[config.mk]
export PLATFORM = sky130hd
export DESIGN_NAME = ctrl_fsm
export DESIGN_NICKNAME = d
export VERILOG_FILES = /design/src/rtl/ctrl_pkg.sv /design/src/rtl/ctrl_decode.sv /design/src/rtl/ctrl_fsm.sv
export SDC_FILE = /design/constraint.sdc
export NUM_CORES = 1
export LEC_CHECK = 0
export ABC_AREA = 0
export BUFFER_PORTS_ARGS = -buffer_cell sky130_fd_sc_hd__buf_2
export CAP_MARGIN = 0
export CELL_PAD_IN_SITES_DETAIL_PLACEMENT = 0
export CELL_PAD_IN_SITES_GLOBAL_PLACEMENT = 2
export CORE_UTILIZATION = 29
export DETAILED_ROUTE_END_ITERATION = 16
export PLACE_DENSITY = 0.81
export SLEW_MARGIN = 0
export SYNTH_ARGS = -nofsm -noshare
export SYNTH_HDL_FRONTEND = slang
export SYNTH_SLANG_ARGS = --single-unit
[constraint.sdc]
create_clock -name clk -period 1.9 [get_ports clk]
set_input_delay 0.095 -clock clk [delete_from_list [all_inputs] [get_ports clk]]
set_output_delay 0.095 -clock clk [all_outputs]
set_load 0.01 [all_outputs]
[src/rtl/ctrl_pkg.sv]
// rtl/ctrl_pkg.sv - shared opcodes, FSM states, acc-source and ALU codes for ctrl_fsm
//
// Purpose: common definitions imported by ctrl_decode and ctrl_fsm.
// Contents: opcode values OP_*, FSM state enum state_e (S_*),
//           accumulator source codes SEL_*, ALU operation codes ALU_*,
//           and the decoded control bundle dec_t.
package ctrl_pkg;

  localparam logic [3:0] OP_NOP  = 4'h0;
  localparam logic [3:0] OP_LDI  = 4'h1;
  localparam logic [3:0] OP_LDR  = 4'h2;
  localparam logic [3:0] OP_STR  = 4'h3;
  localparam logic [3:0] OP_ADD  = 4'h4;
  localparam logic [3:0] OP_SUB  = 4'h5;
  localparam logic [3:0] OP_AND  = 4'h6;
  localparam logic [3:0] OP_OR   = 4'h7;
  localparam logic [3:0] OP_XOR  = 4'h8;
  localparam logic [3:0] OP_NOT  = 4'h9;
  localparam logic [3:0] OP_SHL  = 4'hA;
  localparam logic [3:0] OP_SHR  = 4'hB;
  localparam logic [3:0] OP_JMP  = 4'hC;
  localparam logic [3:0] OP_JZ   = 4'hD;
  localparam logic [3:0] OP_RSV  = 4'hE;
  localparam logic [3:0] OP_HALT = 4'hF;

  typedef enum logic [1:0] {
    S_FETCH  = 2'd0,
    S_DECODE = 2'd1,
    S_EXEC   = 2'd2,
    S_HALT   = 2'd3
  } state_e;

  localparam logic [1:0] SEL_ALU = 2'b00;
  localparam logic [1:0] SEL_REG = 2'b10;
  localparam logic [1:0] SEL_IMM = 2'b11;

  localparam logic [2:0] ALU_ADD = 3'd0;
  localparam logic [2:0] ALU_SUB = 3'd1;
  localparam logic [2:0] ALU_AND = 3'd2;
  localparam logic [2:0] ALU_OR  = 3'd3;
  localparam logic [2:0] ALU_XOR = 3'd4;
  localparam logic [2:0] ALU_NOT = 3'd5;
  localparam logic [2:0] ALU_SHL = 3'd6;
  localparam logic [2:0] ALU_SHR = 3'd7;

  typedef struct packed {
    logic       ld_acc;
    logic [1:0] sel_acc;
    logic [2:0] alu_op;
    logic       reg_we;
    logic       jmp;
    logic       jz;
    logic       halt;
  } dec_t;

endpackage

[src/rtl/ctrl_decode.sv]
// rtl/ctrl_decode.sv - combinational opcode decoder for ctrl_fsm
//
// Purpose: maps IR[7:4] to ungated control fields; the FSM applies state gating.
// Ports:
//   opcode_i  in  4      IR[7:4]
//   dec_o     out dec_t  {ld_acc, sel_acc, alu_op, reg_we, jmp, jz, halt}
module ctrl_decode
  import ctrl_pkg::*;
(
  input  logic [3:0] opcode_i,
  output dec_t       dec_o
);

  always_comb begin
    dec_o = '0;
    case (opcode_i)
      OP_LDI: begin
        dec_o.ld_acc  = 1'b1;
        dec_o.sel_acc = SEL_IMM;
      end
      OP_LDR: begin
        dec_o.ld_acc  = 1'b1;
        dec_o.sel_acc = SEL_REG;
      end
      OP_STR:  dec_o.reg_we = 1'b1;
      OP_ADD, OP_SUB, OP_AND, OP_OR,
      OP_XOR, OP_NOT, OP_SHL, OP_SHR: begin
        dec_o.ld_acc  = 1'b1;
        dec_o.sel_acc = SEL_ALU;
        // opcode-4 modulo 8 equals opcode[2:0]+4 modulo 8 over 4..B
        dec_o.alu_op  = opcode_i[2:0] + 3'd4;
      end
      OP_JMP:  dec_o.jmp  = 1'b1;
      OP_JZ:   dec_o.jz   = 1'b1;
      OP_HALT: dec_o.halt = 1'b1;
      default: dec_o = '0;  // NOP and reserved opcode
    endcase
  end

endmodule

[src/rtl/ctrl_fsm.sv]
// rtl/ctrl_fsm.sv - FETCH/DECODE/EXECUTE sequencer owning PC and IR
//
// Purpose: multi-cycle control unit; one instruction per 3 clocks, HALT parks
// the machine until CLB. Optional feature macro: CTRL_SINGLE_STEP_EN (adds
// port step; FETCH waits for step=1).
// Ports:
//   clk       in   1       clock, rising edge
//   CLB       in   1       async active-low clear
//   instr     in   8       program memory data at address pc
//   acc_zero  in   1       accumulator is zero
//   step      in   1       single-step pulse (CTRL_SINGLE_STEP_EN only)
//   pc        out  PC_W    program counter
//   loadAcc   out  1       accumulator load strobe (EXECUTE only)
//   sel_acc   out  2       accumulator source select
//   imm       out  4       IR[3:0]
//   alu_op    out  3       ALU operation
//   reg_addr  out  REG_AW  register-file address IR[REG_AW-1:0]
//   reg_we    out  1       register-file write strobe (EXECUTE only)
//   halted    out  1       machine is in HALT
module ctrl_fsm
  import ctrl_pkg::*;
#(
  parameter int PC_W   = 8,
  parameter int REG_AW = 2
) (
  input  logic              clk,
  input  logic              CLB,
  input  logic [7:0]        instr,
  input  logic              acc_zero,
`ifdef CTRL_SINGLE_STEP_EN
  input  logic              step,
`endif
  output logic [PC_W-1:0]   pc,
  output logic              loadAcc,
  output logic [1:0]        sel_acc,
  output logic [3:0]        imm,
  output logic [2:0]        alu_op,
  output logic [REG_AW-1:0] reg_addr,
  output logic              reg_we,
  output logic              halted
);

  state_e            state_q, state_d;
  logic [PC_W-1:0]   pc_q, pc_d;
  logic [7:0]        ir_q, ir_d;
  dec_t              dec;
  logic              fetch_go;

`ifdef CTRL_SINGLE_STEP_EN
  assign fetch_go = step;
`else
  assign fetch_go = 1'b1;
`endif

  ctrl_decode u_decode (
    .opcode_i (ir_q[7:4]),
    .dec_o    (dec)
  );

  always_ff @(posedge clk or negedge CLB) begin
    if (!CLB) begin
      state_q <= S_FETCH;
      pc_q    <= '0;
      ir_q    <= 8'h00;
    end else begin
      state_q <= state_d;
      pc_q    <= pc_d;
      ir_q    <= ir_d;
    end
  end

  always_comb begin
    state_d = state_q;
    pc_d    = pc_q;
    ir_d    = ir_q;
    case (state_q)
      S_FETCH: begin
        if (fetch_go) begin
          ir_d    = instr;
          state_d = S_DECODE;
        end
      end
      S_DECODE: state_d = S_EXEC;
      S_EXEC: begin
        if (dec.halt) begin
          // pc stays at the HALT instruction's address
          state_d = S_HALT;
        end else begin
          state_d = S_FETCH;
          if (dec.jmp || (dec.jz && acc_zero)) begin
            pc_d = PC_W'(ir_q[3:0]);
          end else begin
            pc_d = pc_q + PC_W'(1);
          end
        end
      end
      S_HALT:  state_d = S_HALT;
      default: state_d = S_FETCH;
    endcase
  end

  // Strobes are combinational on state_q so an async clear removes them at once.
  always_comb begin
    loadAcc  = 1'b0;
    reg_we   = 1'b0;
    if (state_q == S_EXEC) begin
      loadAcc = dec.ld_acc;
      reg_we  = dec.reg_we;
    end
    halted   = (state_q == S_HALT);
    pc       = pc_q;
    sel_acc  = dec.sel_acc;
    alu_op   = dec.alu_op;
    imm      = ir_q[3:0];
    reg_addr = ir_q[REG_AW-1:0];
  end

endmodule

==> impl_metrics.env <==
export IMPL_drtPass1Iterations=4
export IMPL_layout_cell_area_non_filler_sq_um=1230
export IMPL_netlist_instances=97
export IMPL_timing_worst_slew_pin_value_ps=492
export IMPL_drive_gt1_share_pct=36.2
export IMPL_final_hold_viol_count=0
export IMPL_status="finished, final reports clean"
export IMPL_synth_enable_flop_cells=0
export IMPL_ctsRootBufferMaster="clkbuf_4"
export IMPL_grt_start_max_net_pins=19
export IMPL_ir_worst_vdd_mv=0.605
export IMPL_worst_path_buf_inv=0
export IMPL_critical_path_max_stage_delay_ps=490
export IMPL_timing_critical_path_max_delay_family="simple AND/OR/NAND/NOR gates"
export IMPL_final_layout_worst_hold_slack_ps=29.6
export IMPL_path_clk_slew_ps=100
export IMPL_fillcell_total=353
export IMPL_layout_nets=146
export IMPL_synth_cell_type_count=31
export IMPL_synth_commonest_cells="dfrtp_1 (18), nor2_1 (10), buf_4 (6), inv_1 (6)"
export IMPL_ys_async_sr_fraction_pct=100
export IMPL_vias=777
export IMPL_synth_flop_cell="dfrtp_1"
export IMPL_final_antenna_net_count=0
export IMPL_cp_start_kind="register"
export IMPL_cts_repair_timing_setup_buffer_count=0
export IMPL_insertion_delay_ps=290
export IMPL_skew_ps=4.30
export IMPL_critPathArrivalTime_ps=1990
export IMPL_io_buffer_count=32
export IMPL_totalPowerFinal_w=0.00211
export IMPL_die_height_um=60.4
export IMPL_required_time_worst_endpoint_ps=2120
export IMPL_die_area_sq_um=3650
export IMPL_yosysMostFrequentCell="dfrtp_1"
export IMPL_track_usage_pct=12.6
export IMPL_drv_max_cap_violation_count=0
export IMPL_hold_path_end="ir_q[2]$_DFFE_PN0N_"
export IMPL_timing_rr_end="pc[4]$_DFFE_PN0P_"
export IMPL_min_path_type="input port to register"
export IMPL_reg2reg_from="ir_q[7]$_DFFE_PN0N_"
export IMPL_htree_num_levels=1
export IMPL_regToRegSetupSlack_ps=130
export IMPL_synth_top_cell_by_area="dfrtp_1"
export IMPL_regArea_sq_um=450
export IMPL_post_route_drc_count=0
export IMPL_die_width_um=60.4
export IMPL_routed_via_density=4.47
export IMPL_mappedNetlistArea_sq_um=990
export IMPL_yosysTopAreaCellShare_pct=45.5
export IMPL_ys_warn_count=0
export IMPL_drt_wirelength_per_cell_um=11.6
export IMPL_post_synth_main_area_contributors="dfrtp_1 (46%), mux2_2 (5.7%), ha_1 (5.1%), buf_4 (4.6%), mux2i_1 (4.0%)"
export IMPL_num_rows=20
export IMPL_placed_instance_area_sq_um=1150
export IMPL_max_clock_freq_mhz=565
export IMPL_whs_path_depth=2
export IMPL_grt_antenna_before_repair=0
export IMPL_p_leak_nw=0.608
export IMPL_dpl_hpwl_mm=1.52
export IMPL_multi_input_comb_area_sq_um=457
export IMPL_drt_iter0_markers=17
export IMPL_clk_path_buf_depth=2
export IMPL_grt_pass1_wl_mm=3.35
export IMPL_slew_limit_headroom_pct=67.1
export IMPL_cts_sinks=18
export IMPL_drt_wirelength_mm=2.01
export IMPL_critical_path_slowest_cell="or4b_1"
export IMPL_io_pins=33
export IMPL_power_density_nw_per_um2=1710
export IMPL_antenna_cells_inserted=0
export IMPL_areaGrowthSynthToFinish_pct=24.1
export IMPL_cts_inserted_buffers=3
export IMPL_finalWeightedCongestion=0.688
export IMPL_final_tns_setup_ps=0
export IMPL_cp_max_fo=6
export IMPL_first_global_vias=738
export IMPL_setup_repair_after_global_routing_missed_its_margin="false"
export IMPL_slew_violations=0
export IMPL_core_area_sq_um=3150
export IMPL_min_period_ps=1770
export IMPL_cts_tree="done"
export IMPL_reg2regPathDepth=5
export IMPL_grt_overflow=0
export IMPL_setup_viol=0
export IMPL_ys_ff_latch=18
export IMPL_crit_end_category="register"
export IMPL_synth_fp_nets=112
export IMPL_sequential_area_share_after_synthesis_pct=45.5
export IMPL_min_period_over_period_pct=93.2
export IMPL_timing_worst_setup_path_type="register to register"
export IMPL_fin_util_pct=39.0
export IMPL_critical_path_cell_chain="ha_1, and3_1, or2_4, or4b_1, o21ai_0"
export IMPL_start_util_pct=31.4
export IMPL_min_delay_start="instr[2]"
export IMPL_average_footprint_of_a_synthesized_cell_sq_um=10.2
==> registers in the layout (all words and copies together) (netlist names) <==
register	count
ir_q	8
pc	8
state_q	2
==> logic make-up (layout without fill, tap and decap cells) <==
logic type	after synthesis	after routing	synth area share [%]
mux	9	9	9.73
buf+inv	14	47	8.34
simple gates	34	34	19.3
fa+ha+maj	4	4	5.06
compound gates	14	14	8.47
flops	18	18	45.5
xor+xnor	4	4	3.54
==> cell usage in the layout, fill, tap and decap left out, types with 2 or more instances in the layout <==
| master | instances |
|---|---|
| nor2_1 | 10 |
| xnor2_1 | 3 |
| ha_1 | 4 |
| o21ai_0 | 5 |
| and2_1 | 3 |
| nand2_1 | 5 |
| inv_1 | 6 |
| dfrtp_1 | 18 |
| a2bb2oi_1 | 2 |
| a21oi_1 | 5 |
| nand3_1 | 3 |
| buf_2 | 32 |
| mux2i_1 | 4 |
| mux2_2 | 5 |
| clkbuf_4 | 3 |
| dlygate4sd3_1 | 4 |
| nand2b_1 | 2 |
==> timing repair <==
action                    CTS  global route
hold buffers                4             0
gates resized for setup     0             0
hold endpoints to repair   21             0
==> layer usage <==
metal  vias up  GRT usage, %  wire [um]
li1        389             -          -
met1       360          16.0       1020
met2        26          21.0        883
met3         2          3.84         93
met4         0          2.92         12
met5         -             0          0
==> cell type report <==
cell class,count,area share (%)
timing repair buffer,37,16.9
clock buffer,4,2.95
tap,44,4.48
inverter,6,1.83
multi-input combinational,65,37.2
sequential,18,36.7
==> power by group <==
part	internal, W	switching (W)
Combinational	0.000531	0.000540
Clock	0.000117	0.000117
Sequential	0.000581	0.000221
==> worst max path at each step <==
stage | from | end | slack, ps | depth (start not counted)
3_5_place_dp | ir_q[7]$_DFFE_PN0N_ | pc[4]$_DFFE_PN0P_ | 160 | 5
4_1_cts | ir_q[7]$_DFFE_PN0N_ | pc[4]$_DFFE_PN0P_ | 120 | 5
2_1_floorplan | ir_q[7]$_DFFE_PN0N_ | pc[4]$_DFFE_PN0P_ | 190 | 6
6_report | ir_q[7]$_DFFE_PN0N_ | pc[4]$_DFFE_PN0P_ | 130 | 5
3_3_place_gp | ir_q[7]$_DFFE_PN0N_ | pc[4]$_DFFE_PN0P_ | 190 | 5
5_1_grt | ir_q[7]$_DFFE_PN0N_ | pc[0]$_DFFE_PN0P_ | 30 | 5
==> through the flow <==
step | setup WS, ps | cells
global route | 27.7 | 174
global placement | 191 | 166
detailed placement | 157 | 166
floorplan | 187 | 97
finish | 129 | 174
CTS | 121 | 174
Note: power is estimated with default switching activity, not from simulation.
